===== src/rtl/logic_op_arbiter.sv =====
// Round-robin arbiter feeding a single AND/OR/XOR unit with a held response channel.
// Define LOGIC_ARB_STATS_EN to add the saturating op_count output.
module logic_op_arbiter #(
  parameter int unsigned WIDTH = 8,
  parameter int unsigned NREQ  = 4
) (
  input  logic                     clk,
  input  logic                     rst_n,
  input  logic [NREQ-1:0]          req_valid,
  output logic [NREQ-1:0]          req_ready,
  input  logic [2*NREQ-1:0]        req_op,
  input  logic [WIDTH*NREQ-1:0]    req_a,
  input  logic [WIDTH*NREQ-1:0]    req_b,
  output logic                     rsp_valid,
  input  logic                     rsp_ready,
  output logic [WIDTH-1:0]         rsp_data,
  output logic [$clog2(NREQ)-1:0]  rsp_id,
  output logic                     rsp_err,
`ifdef LOGIC_ARB_STATS_EN
  output logic [15:0]              op_count,
`endif
  output logic                     busy
);

  localparam int unsigned IDW = $clog2(NREQ);

  typedef enum logic [1:0] {IDLE, EXEC, RESP} state_e;

  state_e             state_q, state_d;
  logic [IDW-1:0]     last_grant_q, last_grant_d;
  logic [1:0]         op_q, op_d;
  logic [WIDTH-1:0]   a_q, a_d, b_q, b_d;
  logic [WIDTH-1:0]   rsp_data_q, rsp_data_d;
  logic [IDW-1:0]     rsp_id_q, rsp_id_d;
  logic               rsp_err_q, rsp_err_d;
  logic               rsp_valid_q, rsp_valid_d;
  logic               busy_q, busy_d;
  logic [NREQ-1:0]    req_ready_c;
  logic               grant_found_c;
  logic [IDW-1:0]     grant_id_c;
  logic [IDW-1:0]     cand_c;
  logic [WIDTH-1:0]   alu_res_c;
  logic               alu_err_c;
`ifdef LOGIC_ARB_STATS_EN
  logic [15:0]        op_count_q, op_count_d;
`endif

  logic [1:0]         op_arr [NREQ];
  logic [WIDTH-1:0]   a_arr  [NREQ];
  logic [WIDTH-1:0]   b_arr  [NREQ];

  for (genvar g = 0; g < NREQ; g++) begin : g_unpack
    assign op_arr[g] = req_op[2*g +: 2];
    assign a_arr[g]  = req_a[WIDTH*g +: WIDTH];
    assign b_arr[g]  = req_b[WIDTH*g +: WIDTH];
  end

  // Search starts just after the last winner, so it gets lowest priority.
  always_comb begin
    grant_found_c = 1'b0;
    grant_id_c    = '0;
    cand_c        = '0;
    for (int unsigned k = 1; k <= NREQ; k++) begin
      cand_c = IDW'((32'(last_grant_q) + k) % NREQ);
      if (!grant_found_c && req_valid[cand_c]) begin
        grant_found_c = 1'b1;
        grant_id_c    = cand_c;
      end
    end
  end

  always_comb begin
    alu_res_c = '0;
    alu_err_c = 1'b0;
    case (op_q)
      2'b00:   alu_res_c = a_q & b_q;
      2'b01:   alu_res_c = a_q | b_q;
      2'b10:   alu_res_c = a_q ^ b_q;
      default: alu_err_c = 1'b1;
    endcase
  end

  always_comb begin
    state_d      = state_q;
    last_grant_d = last_grant_q;
    op_d         = op_q;
    a_d          = a_q;
    b_d          = b_q;
    rsp_data_d   = rsp_data_q;
    rsp_id_d     = rsp_id_q;
    rsp_err_d    = rsp_err_q;
    req_ready_c  = '0;
`ifdef LOGIC_ARB_STATS_EN
    op_count_d   = op_count_q;
`endif
    case (state_q)
      IDLE: begin
        if (grant_found_c) begin
          // Strobe is masked while reset is held so nothing looks accepted.
          req_ready_c[grant_id_c] = rst_n;
          last_grant_d = grant_id_c;
          op_d         = op_arr[grant_id_c];
          a_d          = a_arr[grant_id_c];
          b_d          = b_arr[grant_id_c];
          rsp_id_d     = grant_id_c;
          state_d      = EXEC;
        end
      end
      EXEC: begin
        rsp_data_d = alu_res_c;
        rsp_err_d  = alu_err_c;
        state_d    = RESP;
      end
      RESP: begin
        if (rsp_ready) begin
          state_d = IDLE;
`ifdef LOGIC_ARB_STATS_EN
          if (op_count_q != 16'hFFFF) op_count_d = op_count_q + 16'd1;
`endif
        end
      end
      default: state_d = IDLE;
    endcase
    rsp_valid_d = (state_d == RESP);
    busy_d      = (state_d != IDLE);
  end

  always_ff @(posedge clk or negedge rst_n) begin
    if (!rst_n) begin
      state_q      <= IDLE;
      last_grant_q <= IDW'(NREQ - 1);
      op_q         <= '0;
      a_q          <= '0;
      b_q          <= '0;
      rsp_data_q   <= '0;
      rsp_id_q     <= '0;
      rsp_err_q    <= 1'b0;
      rsp_valid_q  <= 1'b0;
      busy_q       <= 1'b0;
`ifdef LOGIC_ARB_STATS_EN
      op_count_q   <= '0;
`endif
    end else begin
      state_q      <= state_d;
      last_grant_q <= last_grant_d;
      op_q         <= op_d;
      a_q          <= a_d;
      b_q          <= b_d;
      rsp_data_q   <= rsp_data_d;
      rsp_id_q     <= rsp_id_d;
      rsp_err_q    <= rsp_err_d;
      rsp_valid_q  <= rsp_valid_d;
      busy_q       <= busy_d;
`ifdef LOGIC_ARB_STATS_EN
      op_count_q   <= op_count_d;
`endif
    end
  end

  assign req_ready = req_ready_c;
  assign rsp_valid = rsp_valid_q;
  assign rsp_data  = rsp_data_q;
  assign rsp_id    = rsp_id_q;
  assign rsp_err   = rsp_err_q;
  assign busy      = busy_q;
`ifdef LOGIC_ARB_STATS_EN
  assign op_count  = op_count_q;
`endif

endmodule

===== config.mk =====
export PLATFORM = sky130hd
export DESIGN_NAME = logic_op_arbiter
export DESIGN_NICKNAME = d
export VERILOG_FILES = /design/src/rtl/logic_op_arbiter.sv
export SDC_FILE = /design/constraint.sdc
export NUM_CORES = 1
export LEC_CHECK = 0
export ABC_AREA = 1
export CAP_MARGIN = 20
export CORE_MARGIN = 2
export CORE_UTILIZATION = 35
export CTS_CLUSTER_SIZE = 20
export DETAILED_ROUTE_END_ITERATION = 8
export GPL_ROUTABILITY_DRIVEN = 0
export HOLD_SLACK_MARGIN = 0.15
export PLACE_DENSITY = 0.67
export SETUP_SLACK_MARGIN = 0.2
export SKIP_CTS_REPAIR_TIMING = 1
export SLEW_MARGIN = 20
export SYNTH_ARGS = -nofsm -noshare
export SYNTH_HDL_FRONTEND = slang
export SYNTH_SLANG_ARGS = --single-unit
export TNS_END_PERCENT = 100

===== constraint.sdc =====
create_clock -name clk -period 2.4 [get_ports clk]
set_clock_uncertainty 0.05 [all_clocks]
set_input_delay 0.72 -clock clk [delete_from_list [all_inputs] [get_ports clk]]
set_output_delay 0.72 -clock clk [all_outputs]
set_load 0.05 [all_outputs]

==> flow_summary.html <==
<table>
<tr><th>Metric</th><th>Value</th></tr>
<tr><th colspan="2">Timing</th></tr>
<tr><td>Max-slew violation count</td><td>0</td></tr>
<tr><td>Min Clock Period, post-route</td><td>2.99 ns</td></tr>
<tr><td>Peak clock frequency supported by timing</td><td>335 MHz</td></tr>
<tr><td>Fin. Hold Viols</td><td>0</td></tr>
<tr><td>RSZ-0062 raised after global routing</td><td>yes</td></tr>
<tr><td>Final setup TNS</td><td>-2.24 ns</td></tr>
<tr><td>Setup WS post-layout</td><td>-0.585 ns</td></tr>
<tr><td>Share of the clock period used by the worst path after layout</td><td>124%</td></tr>
<tr><td>Rel. slew slack</td><td>65.8%</td></tr>
<tr><td>Count of endpoints failing setup in the final report</td><td>4</td></tr>
<tr><td>Worst Max-Slew Pin Slew</td><td>0.511 ns</td></tr>
<tr><th colspan="2">Clocking</th></tr>
<tr><td>Maximum clock path buffer count</td><td>2</td></tr>
<tr><td>Clock sink count</td><td>35</td></tr>
<tr><td>Insertion delay to the later sink of the worst-skew pair</td><td>0.29 ns</td></tr>
<tr><td>Number of buffers created by CTS</td><td>5</td></tr>
<tr><td>Clock-pin slew on the worst setup and hold paths</td><td>0.07 ns</td></tr>
<tr><td>H-tree level count</td><td>2</td></tr>
<tr><td>Root buf cell</td><td>sky130_fd_sc_hd__clkbuf_8</td></tr>
<tr><td>TritonCTS clock tree</td><td>done</td></tr>
<tr><th colspan="2">Final layout</th></tr>
<tr><td>Number of nets in the layout</td><td>642</td></tr>
<tr><td>Inserted Diodes</td><td>0</td></tr>
<tr><td>Number of non-filler instances in the completed layout</td><td>650</td></tr>
<tr><td>Layout cell share with drive strength beyond 1</td><td>17.3%</td></tr>
<tr><td>Cell area after layout</td><td>4410 µm²</td></tr>
<tr><td>Synth-to-layout area growth</td><td>56.8%</td></tr>
<tr><th colspan="2">Setup path</th></tr>
<tr><td>Max Fanout on Critical Path</td><td>8</td></tr>
<tr><td>Setup crit end kind</td><td>output port</td></tr>
<tr><td>Dominant delay contributor by cell family on the critical path</td><td>simple AND/OR/NAND/NOR gates</td></tr>
<tr><td>Arr. time, crit path</td><td>2.22 ns</td></tr>
<tr><td>Cell chain of the critical path</td><td>buf_12 &gt; nand2_4 &gt; nand3_4 &gt; nand2_4 &gt; nor2_4 &gt; nand2_2 &gt; nor2_2 &gt; a21oi_2 &gt; buf_4 &gt; nor3_4 &gt; buf_12</td></tr>
<tr><td>Count of buffering cells on the critical path with inverters included</td><td>3</td></tr>
<tr><td>Worst path slowest cell</td><td>sky130_fd_sc_hd__dfstp_2</td></tr>
<tr><td>Crit Path Category</td><td>reg -&gt; out</td></tr>
<tr><td>Required time at the endpoint of the critical path</td><td>1.63 ns</td></tr>
<tr><td>Largest stage delay on the critical path</td><td>0.61 ns</td></tr>
<tr><td>Startpoint type of the worst setup path</td><td>flop</td></tr>
<tr><th colspan="2">Power and ir drop</th></tr>
<tr><td>P_leak</td><td>2.44 nW</td></tr>
<tr><td>Post-layout power</td><td>7.58 mW</td></tr>
<tr><td>Power density over the cells</td><td>1720 nW/µm²</td></tr>
<tr><td>Max VDD drop</td><td>0.000881 V</td></tr>
<tr><th colspan="2">Drt</th></tr>
<tr><td>Mean number of vias per cell</td><td>4.92</td></tr>
<tr><td>Total length of routed wires</td><td>8680 µm</td></tr>
<tr><td>Pre-antenna DRT Iters</td><td>5</td></tr>
<tr><td>Post-detailed-route wirelength per cell</td><td>13.3 µm</td></tr>
<tr><td>Iter 0 DRT Violations</td><td>128</td></tr>
<tr><td>Total via count after detailed routing</td><td>3,196</td></tr>
<tr><td>Final routed DRC violation total</td><td>0</td></tr>
<tr><td>Post-route antenna net violation count</td><td>0</td></tr>
<tr><th colspan="2">Placed design</th></tr>
<tr><td>Detailed placer's ending HPWL</td><td>6330 µm</td></tr>
<tr><td>Post-Place Setup Slack</td><td>-0.938 ns</td></tr>
<tr><td>IO Port Bufs</td><td>95</td></tr>
<tr><td>Placed Area</td><td>4050 µm²</td></tr>
<tr><td>Number of placed cells counting well taps</td><td>634</td></tr>
<tr><th colspan="2">Synth</th></tr>
<tr><td>Unique masters post-synth</td><td>26</td></tr>
<tr><td>Mapped Cells</td><td>443</td></tr>
<tr><td>Synth Register Bits</td><td>35</td></tr>
<tr><td>Part of the Yosys area used for sequential elements</td><td>31.2%</td></tr>
<tr><td>Post-synth design cell area</td><td>2820 µm²</td></tr>
<tr><td>Mapped Nets</td><td>538</td></tr>
<tr><td>Number of warnings reported in the yosys synthesis log</td><td>0</td></tr>
<tr><td>Avg Inst Size Synth</td><td>6.35 µm²</td></tr>
<tr><th colspan="2">Global route</th></tr>
<tr><td>Wire length of the first global-routing pass</td><td>13,500 µm</td></tr>
<tr><td>Global route total overflow</td><td>0</td></tr>
<tr><td>Vias in the first global route</td><td>2,919</td></tr>
<tr><td>Initial antenna violation count</td><td>0</td></tr>
<tr><td>Total global routing track utilization</td><td>19.2%</td></tr>
<tr><td>Maximum number of pins on one net before global-route repair</td><td>37</td></tr>
<tr><th colspan="2">Die</th></tr>
<tr><td>Count of standard-cell rows</td><td>32</td></tr>
<tr><td>Vertical extent of the die</td><td>93.7 µm</td></tr>
<tr><td>I/O pin count</td><td>96</td></tr>
<tr><td>Initial core utilization</td><td>36.2%</td></tr>
<tr><td>Die Wd</td><td>93.7 µm</td></tr>
<tr><td>DIE AREA</td><td>8780 µm²</td></tr>
<tr><td>Floorplan core area</td><td>7770 µm²</td></tr>
<tr><th colspan="2">Min path</th></tr>
<tr><td>Class of the worst hold path</td><td>reg -&gt; reg</td></tr>
<tr><th colspan="2">Job</th></tr>
<tr><td>Max-cap check violation count</td><td>0</td></tr>
<tr><th colspan="2">Status</th></tr>
<tr><td>Outcome</td><td>finished with violations</td></tr>
<tr><td>Violated checks</td><td>negative setup slack</td></tr>
</table>
logic make-up after synthesis:
family | Yosys count | share of synthesized area [%]
and+or+nand+nor | 322 | 48.2
buffers and inverters | 56 | 9.87
DFF | 35 | 31.2
adders and majority gates | 16 | 7.11
AOI/OAI and AO/OA | 14 | 3.64
metrics by stage:
stage | hold WS (ns) | util (%)
2_1_floorplan | 0.374 | -
3_5_place_dp | 0.417 | 52.2
4_1_cts | 0.436 | 53.6
6_report | 0.426 | 56.8
5_1_grt | 0.457 | 56.8
3_3_place_gp | 0.411 | 52.2
cell type report:
| cell class | count | area (µm²) |
|---|---|---|
| clock inverters | 3 | 43.8 |
| well taps | 102 | 128 |
| flip-flops and latches | 35 | 878 |
| fillers | 778 | 3350 |
| inverters | 31 | 139 |
| clock buffers | 5 | 68.8 |
| repair buffers | 122 | 1300 |
| multi-input cells | 352 | 1860 |
sequential cells by signal, summed over array words and instances, names as in the netlist, 2 cells and up:
register / count
rsp_id: 2
b_q: 8
last_grant_q: 2
a_q: 8
rsp_data: 8
state_q: 2
op_q: 2
cells in the mapped netlist, drive strengths merged:
cell	n	area (µm²)
clkbuf	2	7.51
inv	31	119
o311ai	8	70.1
o31ai	1	7.51
o21ai	2	10.0
ha	16	200
dfstp	2	52.6
nand4	36	225
a21oi	3	15.0
dfrtp	33	826
nor3	4	20.0
nand3b	1	7.51
nand2	266	1020
nor2	6	25.0
buf	23	151
nand3	9	62.6
layout by cell type, fill, tap and decap left out, types with 2 or more instances in the layout:
master,n
sky130_fd_sc_hd__nand2_1,237
sky130_fd_sc_hd__clkdlybuf4s50_1,73
sky130_fd_sc_hd__nand4_1,36
sky130_fd_sc_hd__dfrtp_1,33
sky130_fd_sc_hd__inv_1,22
sky130_fd_sc_hd__buf_4,21
sky130_fd_sc_hd__nand2_2,19
sky130_fd_sc_hd__ha_1,16
sky130_fd_sc_hd__dlymetal6s2s_1,15
sky130_fd_sc_hd__nand2_4,10
sky130_fd_sc_hd__o311ai_0,8
sky130_fd_sc_hd__buf_12,6
sky130_fd_sc_hd__inv_2,5
sky130_fd_sc_hd__clkbuf_8,5
sky130_fd_sc_hd__nor2_1,4
sky130_fd_sc_hd__nor3_4,4
sky130_fd_sc_hd__nand3_1,3
sky130_fd_sc_hd__nand3_4,3
sky130_fd_sc_hd__nand3_2,3
sky130_fd_sc_hd__buf_6,3
sky130_fd_sc_hd__inv_8,2
sky130_fd_sc_hd__a21oi_1,2
sky130_fd_sc_hd__clkbuf_16,2
sky130_fd_sc_hd__dfstp_2,2
path summary, 6_finish.rpt:
path	start	endpoint	slack, ns	cells past startpoint
setup / recovery	last_grant_q[0]$_DFFE_PN1P_	req_ready[2]	-0.59	11
hold / removal	rsp_data[0]$_DFFE_PN0P_	rsp_data[0]$_DFFE_PN0P_	0.43	2
hold reg to reg	rsp_data[0]$_DFFE_PN0P_	rsp_data[0]$_DFFE_PN0P_	0.43	2
min in group asynchronous	rst_n	a_q[6]$_DFFE_PN0P_	0.46	2
setup reg to reg	last_grant_q[1]$_DFFE_PN1P_	a_q[7]$_DFFE_PN0P_	0.09	16
max in group asynchronous	rst_n	last_grant_q[1]$_DFFE_PN1P_	1.50	2
power by group:
group | switching [mW] | total (mW) | internal [mW]
registers | 0.215 | 1.10 | 0.889
clock network | 0.222 | 0.531 | 0.309
logic | 3.65 | 5.95 | 2.30
total | 4.09 | 7.58 | 3.50
worst min-delay path, stage by stage (launching register included):
cell                      delay [ns]
sky130_fd_sc_hd__dfrtp_1        0.34
sky130_fd_sc_hd__nand2_1        0.05
sky130_fd_sc_hd__nand2_1        0.05
routing by layer:
layer	wire length (µm)	GRT usage, %	up-vias
li1	-	-	1618
met1	4070	27.3	1438
met2	3870	29.0	121
met3	517	3.69	19
met4	224	6.88	0
met5	0	0	-
Power figures use the tool's default switching activity.
